`src/rtl/mac_generator.sv`:
```
// -----------------------------------------------------------------------------
// mac_generator
//   Keyed MAC stage for the encryption/decryption datapath. The data word is
//   combined with the key by bitwise XOR and registered. Alongside the MAC the
//   block registers a modulo-2^SUM_W sum of the MAC's bytes and a valid flag.
//
//   Latency is one cycle, and the block accepts a new word on every cycle
//   while enable is high. MAC and mac_sum always come from the same sampled
//   inputs.
//
// Ports
//   clk        system clock; all state updates on the rising edge
//   reset      asynchronous, active-high; clears every output immediately
//   key        WIDTH-bit secret key word
//   data       WIDTH-bit message data word
//   enable     samples key/data on this edge and produces a new MAC
//   MAC        registered data ^ key
//   mac_valid  high for exactly the cycles in which MAC is freshly computed
//   mac_sum    registered byte-sum checksum of the new MAC (wraps)
// -----------------------------------------------------------------------------
module mac_generator #(
  parameter int WIDTH = 256,  // must be a multiple of 8
  parameter int SUM_W = 8
) (
  input  logic             clk,
  input  logic             reset,
  input  logic [WIDTH-1:0] key,
  input  logic [WIDTH-1:0] data,
  input  logic             enable,
  output logic [WIDTH-1:0] MAC,
  output logic             mac_valid,
  output logic [SUM_W-1:0] mac_sum
);

  localparam int NBYTES = WIDTH / 8;

  // Modulo-2^SUM_W sum of all bytes of a word. Overflow wraps silently
  // because the accumulator is exactly SUM_W bits wide.
  function automatic logic [SUM_W-1:0] byte_sum(input logic [WIDTH-1:0] v);
    logic [SUM_W-1:0] acc;
    acc = '0;
    for (int k = 0; k < NBYTES; k++) begin
      acc = acc + SUM_W'(v[8*k +: 8]);
    end
    return acc;
  endfunction

  logic [WIDTH-1:0] xor_p0;
  logic [WIDTH-1:0] mac_p1_d,  mac_p1_q;
  logic [SUM_W-1:0] sum_p1_d,  sum_p1_q;
  logic             vld_p1_d,  vld_p1_q;

  // ---- stage p0: combine key and data, form checksum candidate ----
  always_comb begin
    xor_p0   = data ^ key;
    mac_p1_d = mac_p1_q;
    sum_p1_d = sum_p1_q;
    vld_p1_d = enable;
    if (enable) begin
      mac_p1_d = xor_p0;
      sum_p1_d = byte_sum(xor_p0);
    end
  end

  // ---- stage p1: registered outputs ----
  // The data registers are reset too: the outputs must read zero while reset
  // is high, and no sample may survive a reset.
  always_ff @(posedge clk or posedge reset) begin
    if (reset) begin
      mac_p1_q <= '0;
      sum_p1_q <= '0;
      vld_p1_q <= 1'b0;
    end else begin
      mac_p1_q <= mac_p1_d;
      sum_p1_q <= sum_p1_d;
      vld_p1_q <= vld_p1_d;
    end
  end

  assign MAC       = mac_p1_q;
  assign mac_sum   = sum_p1_q;
  assign mac_valid = vld_p1_q;

endmodule

```
`config.mk`:
```
export PLATFORM = sky130hd
export DESIGN_NAME = mac_generator
export DESIGN_NICKNAME = d
export VERILOG_FILES = /design/src/rtl/mac_generator.sv
export SDC_FILE = /design/constraint.sdc
export NUM_CORES = 1
export LEC_CHECK = 0
export CORE_AREA = 2 2 304 306
export DETAILED_ROUTE_END_ITERATION = 12
export DIE_AREA = 0 0 306 308
export PLACE_DENSITY = 0.43
export SYNTH_ARGS = -nofsm -noshare
export SYNTH_HDL_FRONTEND = slang
export SYNTH_SLANG_ARGS = --single-unit
```
`constraint.sdc`:
```
create_clock -name clk -period 10.6 [get_ports clk]
set_input_delay 1.06 -clock clk [delete_from_list [all_inputs] [get_ports clk]]
set_output_delay 1.06 -clock clk [all_outputs]
set_load 0.01 [all_outputs]
```
==> impl_metrics.json <==
{
  "slew_headroom_pct": 21.8,
  "synth-seq-cells": 265,
  "vias": 12600,
  "numCtsBuffers": 37,
  "antenna_cells": 0,
  "synth_async_sr_flop_share_pct": 100,
  "vias_per_cell": 3.72,
  "fmax_mhz": 133,
  "setup_tns_ns": 0,
  "synth-adder-area-share_pct": 23.4,
  "start_util_pct": 18.6,
  "critPathMaxFanout": 2,
  "antenna_found_initial": 0,
  "fp.dieH_um": 308,
  "numClockSinks": 265,
  "critical_path.startpoint_type": "input port",
  "io_pins": 780,
  "timing.critical_path.required_ns": 11.05,
  "port-buffer-count": 779,
  "synth_top_family_by_area": "adder cells",
  "grt-ovfl-total": 0,
  "seq_area_frac_synth_pct": 39.2,
  "synth_cells": 1401,
  "grt_usage_pct": 15.1,
  "yosys.area.top_type": "dfrtp_1",
  "hp-class": "flip-flop to flip-flop",
  "fin_crit_sh_pct": 70.8,
  "htree_levels": 2,
  "cp.arrival_ns": 7.96,
  "ant_nets": 0,
  "final_nets": 2905,
  "ys_warn_count": 0,
  "synthTopCellsByCount": "265 x dfrtp_1, 183 x fa_1, 178 x xnor2_1",
  "grt_pass1_vias": 14300,
  "post-cts-setup-buffers": 0,
  "drtIter0Drc": 374,
  "fp.dieArea_sq_mm": 0.0942,
  "syn-cell-area_sq_mm": 0.0169,
  "synth_simple_gate_area_share_pct": 2.82,
  "die_w_um": 306,
  "synth_area_leaders": "dfrtp_1 39%, fa_1 22%, xnor2_1 9.2%, mux2_2 9.0%, xor2_1 7.0%",
  "yosysMostFrequentCell": "dfrtp_1",
  "dpl_cell_area_sq_mm": 0.0261,
  "drv_slew": 0,
  "routedWlPerCell_um": 21.3,
  "synth_xor_area_share_pct": 16.8,
  "syn-num-nets": 2123,
  "worstSetupPathType": "input port to flip-flop",
  "avgSynthCellArea_sq_um": 12.1,
  "clk_latency_ns": 0.54,
  "cts-resized-gates": 0,
  "synth_cell_types": 16,
  "synth_edf_count": 0,
  "status": "finished, final reports clean",
  "finalSetupViolations": 0,
  "endpoint_kind": "flip-flop",
  "synthFlopType": "dfrtp_1",
  "tightest_slew_ns": 1.17,
  "hpwl_mm": 62.4,
  "drc": 0,
  "dr.pass1.iters": 4,
  "cts_tree": "yes",
  "fin_area_sq_mm": 0.0273,
  "finClkSkew_ns": 0,
  "clk_pin_slew_ns": 0.06,
  "synth_compound_area_share_pct": 3.98,
  "yosysTopAreaCellShare_pct": 39.2,
  "period_needed_ns": 7.51,
  "layout-drive-gt1-share_pct": 9.24,
  "holdBufCountCts": 0,
  "synth_mux_area_share_pct": 9.11,
  "cap_violations": 0,
  "rows": 111,
  "clk_path_buf_depth": 3,
  "hold_viol_final": 0,
  "grt_pass1_wl_mm": 102,
  "synthToLayoutAreaGrowth_pct": 61.5,
  "drt-total-wl_mm": 72.3,
  "cts_root_buf": "clkbuf_16",
  "rsz0062_at_grt": "no",
  "place_congestion": 0.808,
  "core_area_sq_mm": 0.0910,
  "grt_max_degree": 139
}
## flip-flops by register name, summed over array words and instances, names as in the netlist
signal / cells
MAC: 256
mac_sum: 8
mac_valid: 1
## path summary, 6_finish.rpt
check | from | endpoint | slack [ns] | cells after the start
worst min-delay path | MAC[22] | MAC[22] | 0.50 | 1
worst max-delay path | key[194] | mac_sum[7] | 3.09 | 22
worst min register to register | MAC[22] | MAC[22] | 0.50 | 1
max in group asynchronous | reset | MAC[18] | 7.51 | 4
worst max register to register | MAC[102] | MAC[102] | 9.79 | 1
min in group asynchronous | reset | MAC[138] | 1.01 | 2
## cell families after synthesis
kind of cell / Yosys count
adder cells (fa/ha/maj): 207
buffers and inverters: 213
flip-flops: 265
XOR/XNOR: 319
AO/OA/AOI/OAI: 133
multiplexers: 137
AND/OR/NAND/NOR: 127
## placed cells by master (no fill, tap or decap)
cell / instances
a21o_1: 2
a21oi_1: 130
buf_4: 7
buf_8: 1
bufinv_16: 3
clkbuf_1: 8
clkbuf_16: 39
clkbuf_8: 7
clkdlybuf4s50_1: 778
clkinv_2: 5
clkinvlp_4: 1
dfrtp_1: 265
fa_1: 183
ha_1: 24
inv_1: 169
inv_6: 1
inv_8: 1
mux2_2: 136
mux2i_1: 1
nor2_1: 127
o21bai_1: 1
xnor2_1: 178
xnor2_2: 3
xnor3_1: 2
xor2_1: 136
## routing by layer
metal / wire (um) / GRT usage, % / vias to the layer above
met5: 0 / 0 / -
met4: 1150 / 2.99 / 0
met3: 3910 / 3.23 / 63
met2: 39100 / 28.7 / 424
met1: 28100 / 17.3 / 6172
li1: - / - / 5958
## stage by stage
stage | hold WS, ns | setup slack [ns] | cells | utilization [%]
2_1_floorplan | 0.547 | 2.24 | 1401 | -
3_3_place_gp | 0.491 | 2.36 | 3330 | 28.7
3_5_place_dp | 0.494 | 2.42 | 3330 | 28.7
4_1_cts | 0.506 | 3.03 | 3394 | 30.1
5_1_grt | 0.518 | 2.84 | 3394 | 30.1
6_report | 0.502 | 3.09 | 3394 | 30.1
## cell type report
cell class	instances	area, sq um
Clock inverter	10	131
Fill cell	9393	63600
Clock buffer	54	1100
Multi-Input combinational cell	923	9500
Timing Repair Buffer	786	7860
Inverter	170	646
Sequential cell	265	6630
Tap cell	1186	1480
## worst max-delay path, stage by stage
cell,delay [ns]
clkdlybuf4s50_1,0.47
xor2_1,0.40
fa_1,0.55
fa_1,0.53
inv_1,0.05
fa_1,0.53
fa_1,0.45
fa_1,0.53
inv_1,0.06
fa_1,0.53
inv_1,0.06
fa_1,0.48
inv_1,0.06
fa_1,0.40
ha_1,0.31
a21o_1,0.18
a21oi_1,0.22
o21bai_1,0.09
a21oi_1,0.15
xnor3_1,0.40
xnor3_1,0.18
mux2_2,0.26
Power is not shown: default switching activity piles up to over one toggle a cycle in this logic, so the estimate is an artifact.
